File: config.mk
export PLATFORM = sky130hd
export DESIGN_NAME = vram_arbiter
export DESIGN_NICKNAME = d
export VERILOG_FILES = /design/src/rtl/vram_arbiter.sv
export SDC_FILE = /design/constraint.sdc
export NUM_CORES = 1
export LEC_CHECK = 0
export BUFFER_PORTS_ARGS = -buffer_cell sky130_fd_sc_hd__buf_2
export CORE_ASPECT_RATIO = 0.9
export CORE_MARGIN = 1.5
export CORE_UTILIZATION = 55
export CTS_CLUSTER_DIAMETER = 40
export DETAILED_ROUTE_END_ITERATION = 12
export PLACE_DENSITY = 0.79
export SLEW_MARGIN = 20
export SYNTH_ARGS = -nofsm -noshare
export SYNTH_HDL_FRONTEND = slang
export SYNTH_SLANG_ARGS = --single-unit
File: constraint.sdc
create_clock -name clk -period 2.96 [get_ports clk]
set_input_delay 0.296 -clock clk [delete_from_list [all_inputs] [get_ports clk]]
set_output_delay 0.296 -clock clk [all_outputs]
set_load 0.03 [all_outputs]
File: src/rtl/vram_arbiter.sv
// vram_arbiter: shares one single-port text-mode video RAM between the display
// fetch engine (absolute priority, fixed 2-clock read latency) and a host write
// port that is buffered in a small FIFO and drained only in slots where the
// display does not request the RAM.
//
// Ports:
//   clk, nrst           dot clock, synchronous active-low reset
//   dispReq/dispAddr    display fetch request and address, sampled every edge
//   dispValid/dispData  registered read return, valid 2 edges after the request
//   hostWr/hostAddr/hostData  host write strobe, one FIFO entry per cycle high
//   hostFull/hostCount  FIFO full flag and occupancy (0..FIFO_DEPTH)
//   hostOverflow        sticky flag: a host write was dropped on a full FIFO
//   ramAddr/ramWrData/ramWe/ramRe  registered RAM command outputs
//   ramRdData           synchronous RAM read data, valid the cycle after ramRe
module vram_arbiter #(
    parameter int unsigned ADDR_W     = 12,
    parameter int unsigned DATA_W     = 16,
    parameter int unsigned FIFO_DEPTH = 4
) (
    input  logic                          clk,
    input  logic                          nrst,
    input  logic                          dispReq,
    input  logic [ADDR_W-1:0]             dispAddr,
    output logic                          dispValid,
    output logic [DATA_W-1:0]             dispData,
    input  logic                          hostWr,
    input  logic [ADDR_W-1:0]             hostAddr,
    input  logic [DATA_W-1:0]             hostData,
    output logic                          hostFull,
    output logic [$clog2(FIFO_DEPTH):0]   hostCount,
    output logic                          hostOverflow,
    output logic [ADDR_W-1:0]             ramAddr,
    output logic [DATA_W-1:0]             ramWrData,
    output logic                          ramWe,
    output logic                          ramRe,
    input  logic [DATA_W-1:0]             ramRdData
);

    localparam int unsigned PTR_W = $clog2(FIFO_DEPTH);
    localparam int unsigned CNT_W = PTR_W + 1;
    localparam logic [CNT_W-1:0] DepthCnt = CNT_W'(FIFO_DEPTH);

    // FIFO storage (no reset needed: only entries below the count are ever read)
    logic [ADDR_W-1:0] fifoAddr [FIFO_DEPTH];
    logic [DATA_W-1:0] fifoData [FIFO_DEPTH];

    logic [PTR_W-1:0]  wrPtrQ, wrPtrD;
    logic [PTR_W-1:0]  rdPtrQ, rdPtrD;
    logic [CNT_W-1:0]  countQ, countD;
    logic              overflowQ, overflowD;

    logic [ADDR_W-1:0] ramAddrQ, ramAddrD;
    logic [DATA_W-1:0] ramWrDataQ, ramWrDataD;
    logic              ramWeQ, ramWeD;
    logic              ramReQ, ramReD;

    // rdPendQ marks the cycle in which ramRdData carries a display read result
    logic              rdPendQ;
    logic              dispValidQ;
    logic [DATA_W-1:0] dispDataQ, dispDataD;

    logic fifoFull, fifoEmpty, push, pop;

    // Full is judged on the pre-pop count, so a write on a full FIFO is dropped
    // even when the same edge also pops an entry.
    always_comb begin
        fifoFull  = (countQ == DepthCnt);
        fifoEmpty = (countQ == '0);
        push      = hostWr && !fifoFull;
        pop       = !dispReq && !fifoEmpty;

        wrPtrD    = push ? wrPtrQ + 1'b1 : wrPtrQ;
        rdPtrD    = pop  ? rdPtrQ + 1'b1 : rdPtrQ;

        countD = countQ;
        if (push && !pop) begin
            countD = countQ + 1'b1;
        end else if (pop && !push) begin
            countD = countQ - 1'b1;
        end

        overflowD = overflowQ || (hostWr && fifoFull);
    end

    // Slot decision: display read, else FIFO drain, else idle (address/data hold).
    always_comb begin
        ramAddrD   = ramAddrQ;
        ramWrDataD = ramWrDataQ;
        ramReD     = 1'b0;
        ramWeD     = 1'b0;
        if (dispReq) begin
            ramReD   = 1'b1;
            ramAddrD = dispAddr;
        end else if (pop) begin
            ramWeD     = 1'b1;
            ramAddrD   = fifoAddr[rdPtrQ];
            ramWrDataD = fifoData[rdPtrQ];
        end
    end

    always_comb begin
        dispDataD = rdPendQ ? ramRdData : dispDataQ;
    end

    always_ff @(posedge clk) begin
        if (push) begin
            fifoAddr[wrPtrQ] <= hostAddr;
            fifoData[wrPtrQ] <= hostData;
        end
    end

    always_ff @(posedge clk) begin
        if (!nrst) begin
            wrPtrQ     <= '0;
            rdPtrQ     <= '0;
            countQ     <= '0;
            overflowQ  <= 1'b0;
            ramAddrQ   <= '0;
            ramWrDataQ <= '0;
            ramWeQ     <= 1'b0;
            ramReQ     <= 1'b0;
            rdPendQ    <= 1'b0;
            dispValidQ <= 1'b0;
            dispDataQ  <= '0;
        end else begin
            wrPtrQ     <= wrPtrD;
            rdPtrQ     <= rdPtrD;
            countQ     <= countD;
            overflowQ  <= overflowD;
            ramAddrQ   <= ramAddrD;
            ramWrDataQ <= ramWrDataD;
            ramWeQ     <= ramWeD;
            ramReQ     <= ramReD;
            rdPendQ    <= ramReQ;
            dispValidQ <= rdPendQ;
            dispDataQ  <= dispDataD;
        end
    end

    assign hostFull     = (countQ == DepthCnt);
    assign hostCount    = countQ;
    assign hostOverflow = overflowQ;
    assign ramAddr      = ramAddrQ;
    assign ramWrData    = ramWrDataQ;
    assign ramWe        = ramWeQ;
    assign ramRe        = ramReQ;
    assign dispValid    = dispValidQ;
    assign dispData     = dispDataQ;

endmodule
# After elaboration in Yosys (flattened, before gate mapping)

Memory sizes are Yosys's and may differ from the RTL's. A register that Yosys moved wholly into a read port is not among the register bits.
Cells that the tools add are included.

Bits in registers: 40
Memories kept: 2
Output and inout port bits: 52
Bits in writable memories: 112
Input port bits: 60

Memories:

| memory   | words | width | rd ports | clocked after memory_dff | wr ports | RTL line | source |
|---|---|---|---|---|---|---|---|
| fifoData | 4     | 16    | 1        | 1                        | 1        | 45       | `logic [DATA_W-1:0] fifoData [FIFO_DEPTH];` |
| fifoAddr | 4     | 12    | 1        | 1                        | 1        | 44       | `logic [ADDR_W-1:0] fifoAddr [FIFO_DEPTH];` |

Add/subtract/negate cells: 4
Muxes and demuxes: 10
Equal/unequal tests: 1
Reduce and logical (&&, ||, !) cells: 17
Bitwise gates (word level): 2

Operator list:

| cell                | count |
|---|---|
| $mux 12             | 2 |
| $logic_not 1->1     | 6 |
| $mux 3              | 2 |
| $logic_and 1x1->1   | 5 |
| $add 2x1->2 const B | 2 |
| $mux 1              | 4 |
| $mux 2              | 2 |
| $reduce_bool 2->1   | 2 |
| $add 3x1->3 const B | 1 |
| $eq 3x3->1 const B  | 1 |
| $logic_not 3->1     | 1 |
| $sub 3x1->3 const B | 1 |
| $not 1->1           | 2 |
| $reduce_and 2->1    | 1 |
| $reduce_or 2->1     | 1 |
| $logic_or 1x1->1    | 1 |

# Logic depth before layout (Yosys ltp)

Depth after elaboration: 7
Depth in mapped cells: 10

# Worst setup path after synthesis

No wires, ideal clock.

Path type: register to register
Start point: register countQ[0] (netlist: hostCount[0])
End point: register countQ[2] (netlist: hostCount[2])
Library setup time: 0.070 ns
Required time: 2.890 ns
Cell stages (with the launch flop): 11
Period minus slack after synthesis: 2.429 ns
Setup slack: 0.531 ns
Data arrival time: 2.359 ns
Path through: dfxtp_1 > or3b_1 > clkbuf_1 > inv_2 > nor2_1 > ha_1 > inv_1 > fa_1 > xor2_1 > or3_1 > a21oi_1

Cells in the longest elaborated chain, start to end: 6

Ends and longest elaborated chain:

| element                     | RTL line | source |
|---|---|---|
| start: declaration          | 49       | `logic [CNT_W-1:0] countQ, countD;` |
| start signal: assignment    | 128      | `countQ <= countD;` |
| $eq 3x3->1 (*)              | --       |  |
| named net hostFull          | 29       | `output logic hostFull,` |
| $logic_not 1->1 (*)         | 69       | `push = hostWr && !fifoFull;` |
| $logic_and 1x1->1 (*)       | 69       |  |
| named net push              | 62       | `logic fifoFull, fifoEmpty, push, pop;` |
| $logic_not 1->1             | 78       | `end else if (pop && !push) begin` |
| $logic_and 1x1->1           | 78       |  |
| $reduce_bool 2->1 (no line) | --       |  |

Mark *: on every way through the listed nets, which the timed path passes. The rest lies on a longest branch. The select of a mux whose other input is x is not followed.
A chain may end at the register's enable or synchronous reset.

# Worst setup path in the final report

Start point: register countQ[0] (netlist: hostCount[0])
End point: register countQ[2] (netlist: hostCount[2])

Cells in the longest elaborated chain, start to end: 6

Ends and longest elaborated chain:

| element |
|---|
| parallel branches: the longest is 6 deep, another holds $sub 3x1->3 |

Parallel ways; which one is timed is not known. The select of a mux whose other input is x is not followed.

==> flow_metrics.tcl <==
set metrics [dict create \
    status "complete, no violations" \
    synth_edf_count 112 \
    synth_cells 368 \
    cts_resized 0 \
    dpl.hpwl_um 7960 \
    synth_compound_area_share_pct 7.161 \
    wl_per_cell_um 19.02 \
    area_growth_pct 19.53 \
    fin_nets 551 \
    drt_iter0_drc 300 \
    dieArea_um2 12090 \
    cts_setup_buffers 0 \
    synth_top_family_by_area "multiplexers" \
    ioPinCount 112 \
    grt_pass1_vias 3770 \
    insertion_delay_ns 0.42 \
    initial_core_util_pct 57.23 \
    power_density_nw_per_um2 848.1 \
    grt_usage_pct 21.73 \
    syn-num-nets 434 \
    cp_cell_sequence "nor3_2 > or2_2 > ha_1 > inv_1 > fa_1 > xor2_1 > or3_1 > a21oi_1" \
    cts_max_path_buffers 2 \
    worstSetupStartpointType "flop" \
    leakagePower_nw 2.881 \
    yosysWarnings 0 \
    critPathMaxStageDelay_ns 0.45 \
    netlist-cell-type-count 36 \
    viasPerCell 5.656 \
    core-area_um2 10990 \
    dr.pass1.iters 6 \
    cts_sinks 170 \
    multi_input_area_um2 1589 \
    path_buf_inv 1 \
    stdcell_area_um2 7518 \
    ys_seq_elements 170 \
    row_count 36 \
    gp_congestion 0.8189 \
    die_h_um 104.5 \
    wl_um 12380 \
    cap_viol_max_count 0 \
    cts_hold_buf 0 \
    rsz0062_at_grt "false" \
    rrSetupSlack_ns 0.60 \
    ant_nets 0 \
    crit_required_ns 3.30 \
    dpl_cell_area_um2 6980 \
    yosys.area_share.adder_pct 1.313 \
    crit_path_max_fanout 7 \
    synthSimpleGateAreaFrac_pct 3.302 \
    overflow 0 \
    regArea_um2 4524 \
    synth_area_um2 6290 \
    synth_xor_area_share_pct 0.2785 \
    yosysSeqAreaShare_pct 71.93 \
    drv_slew 0 \
    grt_max_degree 27 \
    ir_drop_uv 452.3 \
    path_clk_slew_ns 0.06 \
    port_buffers 111 \
    fill_cells 759 \
    drive_gt1_share_pct 37.15 \
    critical-path-top-delay-family "simple AND/OR/NAND/NOR gates" \
    hp-class "in -> reg" \
    htreeDepth 4 \
    via_count 3682 \
    cts_root_buffer "clkbuf_16" \
    fin_skew_ns 0.009958 \
    hold_viol_final 0 \
    async_reset_ff_share_pct 0 \
    cp.arrival_ns 2.71 \
    holdWs_ns 0.08869 \
    grt_pass1_wl_um 19430 \
    synth_mux_area_share_pct 13.21 \
    cp-end-kind "flop" \
    fin_crit_sh_pct 79.88 \
    die_w_um 115.7 \
    total_power_w 0.006376 \
    slew_headroom_pct 35.59 \
    setup_violations 0 \
    numCtsBuffers 17 \
    critPathSlowestCell "nor3_2" \
    drc 0 \
    tightest_slew_ns 0.9626 \
    post-route-util_pct 68.41 \
    fmax_ghz 0.4230 \
    ys.flop_type "edfxtp_1" \
    cts_tree "done" \
    synth.avg_cell_area_um2 17.09 \
    fin_crit_ns 2.364 \
    path_class "reg -> reg" \
    finalSetupTns_ns 0 \
    antenna_found_initial 0 \
]
## cells in the mapped netlist, types with 3 or more instances
library cell  instances  area (um2)
edfxtp_1            112        3363
dfxtp_1              58        1161
mux2_2               23       259.0
nor2_1               21       78.83
a21oi_1              19       95.09
mux2i_1              17       170.2
a22o_1               16       140.1
a222oi_1             12       120.1
buf_2                 9       45.04
mux4_1                8       210.2
mux4_2                8       180.2
o21ai_0               8       40.04
o21ai_1               8       40.04
buf_6                 5       56.30
clkbuf_1              5       18.77
ha_1                  5       62.56
and3_1                4       25.02
inv_1                 4       15.01
and2_1                3       18.77
## cell families (layout without fill, tap and decap cells)
family                     Yosys count  count (layout)
other                                0               1
AOI/OAI and AO/OA                   65              65
xor gates and xnor gates             2               2
DFF                                170             170
adders and majority gates            6               6
muxes                               57              57
and+or+nand+nor                     39              39
buffers and inverters               29             159
## metal layers
metal	share of wire [%]	wire length (um)	vias up	track usage, %
met2	50	6197	154	34.87
met5	0	0	-	0
li1	-	-	1682	-
met1	42	5188	1831	27.73
met3	6.4	792	15	6.993
met4	1.6	201	0	7.927
## placed cells by master, fill, tap and decap left out, types with 12 or more instances in the layout
cell and n:
edfxtp_1 112, a222oi_1 12, a22o_1 16, clkbuf_16 17, mux2i_1 17, buf_2 111, a21oi_1 19, mux2_2 23
dfxtp_1 58, nor2_1 21
## path summary, 6_finish.rpt
kind | start | endpoint | cells past startpoint
setup / recovery | hostCount[0] | hostCount[2] | 8
hold / removal | hostData[9] | fifoData[3][9] | 1
setup reg to reg | hostCount[0] | hostCount[2] | 8
hold reg to reg | ramRe | rdPendQ | 1
## final cells by class
class	instances	area share, %
clock inverters	10	1.082
flip-flops and latches	170	60.18
repair buffers	120	8.620
inverters	7	0.3828
multi-input cells	169	21.13
diodes	1	0.03328
clock buffers	22	6.041
well taps	152	2.530
## sequential cells by signal (all words and copies together) (netlist names), named ones only
register      flops
fifoData         64
wrPtrQ            2
hostOverflow      1
ramWe             1
ramAddr          12
rdPtrQ            2
dispData         16
ramRe             1
hostCount         3
fifoAddr         48
dispValid         1
ramWrData        16
rdPendQ           1
## report_power, final
group	switching [W]	internal, W
registers	0.000177	0.00284
clock network	0.000836	0.00117
logic	0.000809	0.000545
## metrics by stage
| step | instances | setup WS (ns) |
|---|---|---|
| floorplan | 368 | 0.5312 |
| global placement | 618 | 0.8000 |
| detailed placement | 618 | 0.6727 |
| CTS | 650 | 0.5784 |
| global route | 650 | 0.4668 |
| finish | 651 | 0.5957 |
No activity file was read; power rests on OpenSTA's default activity.
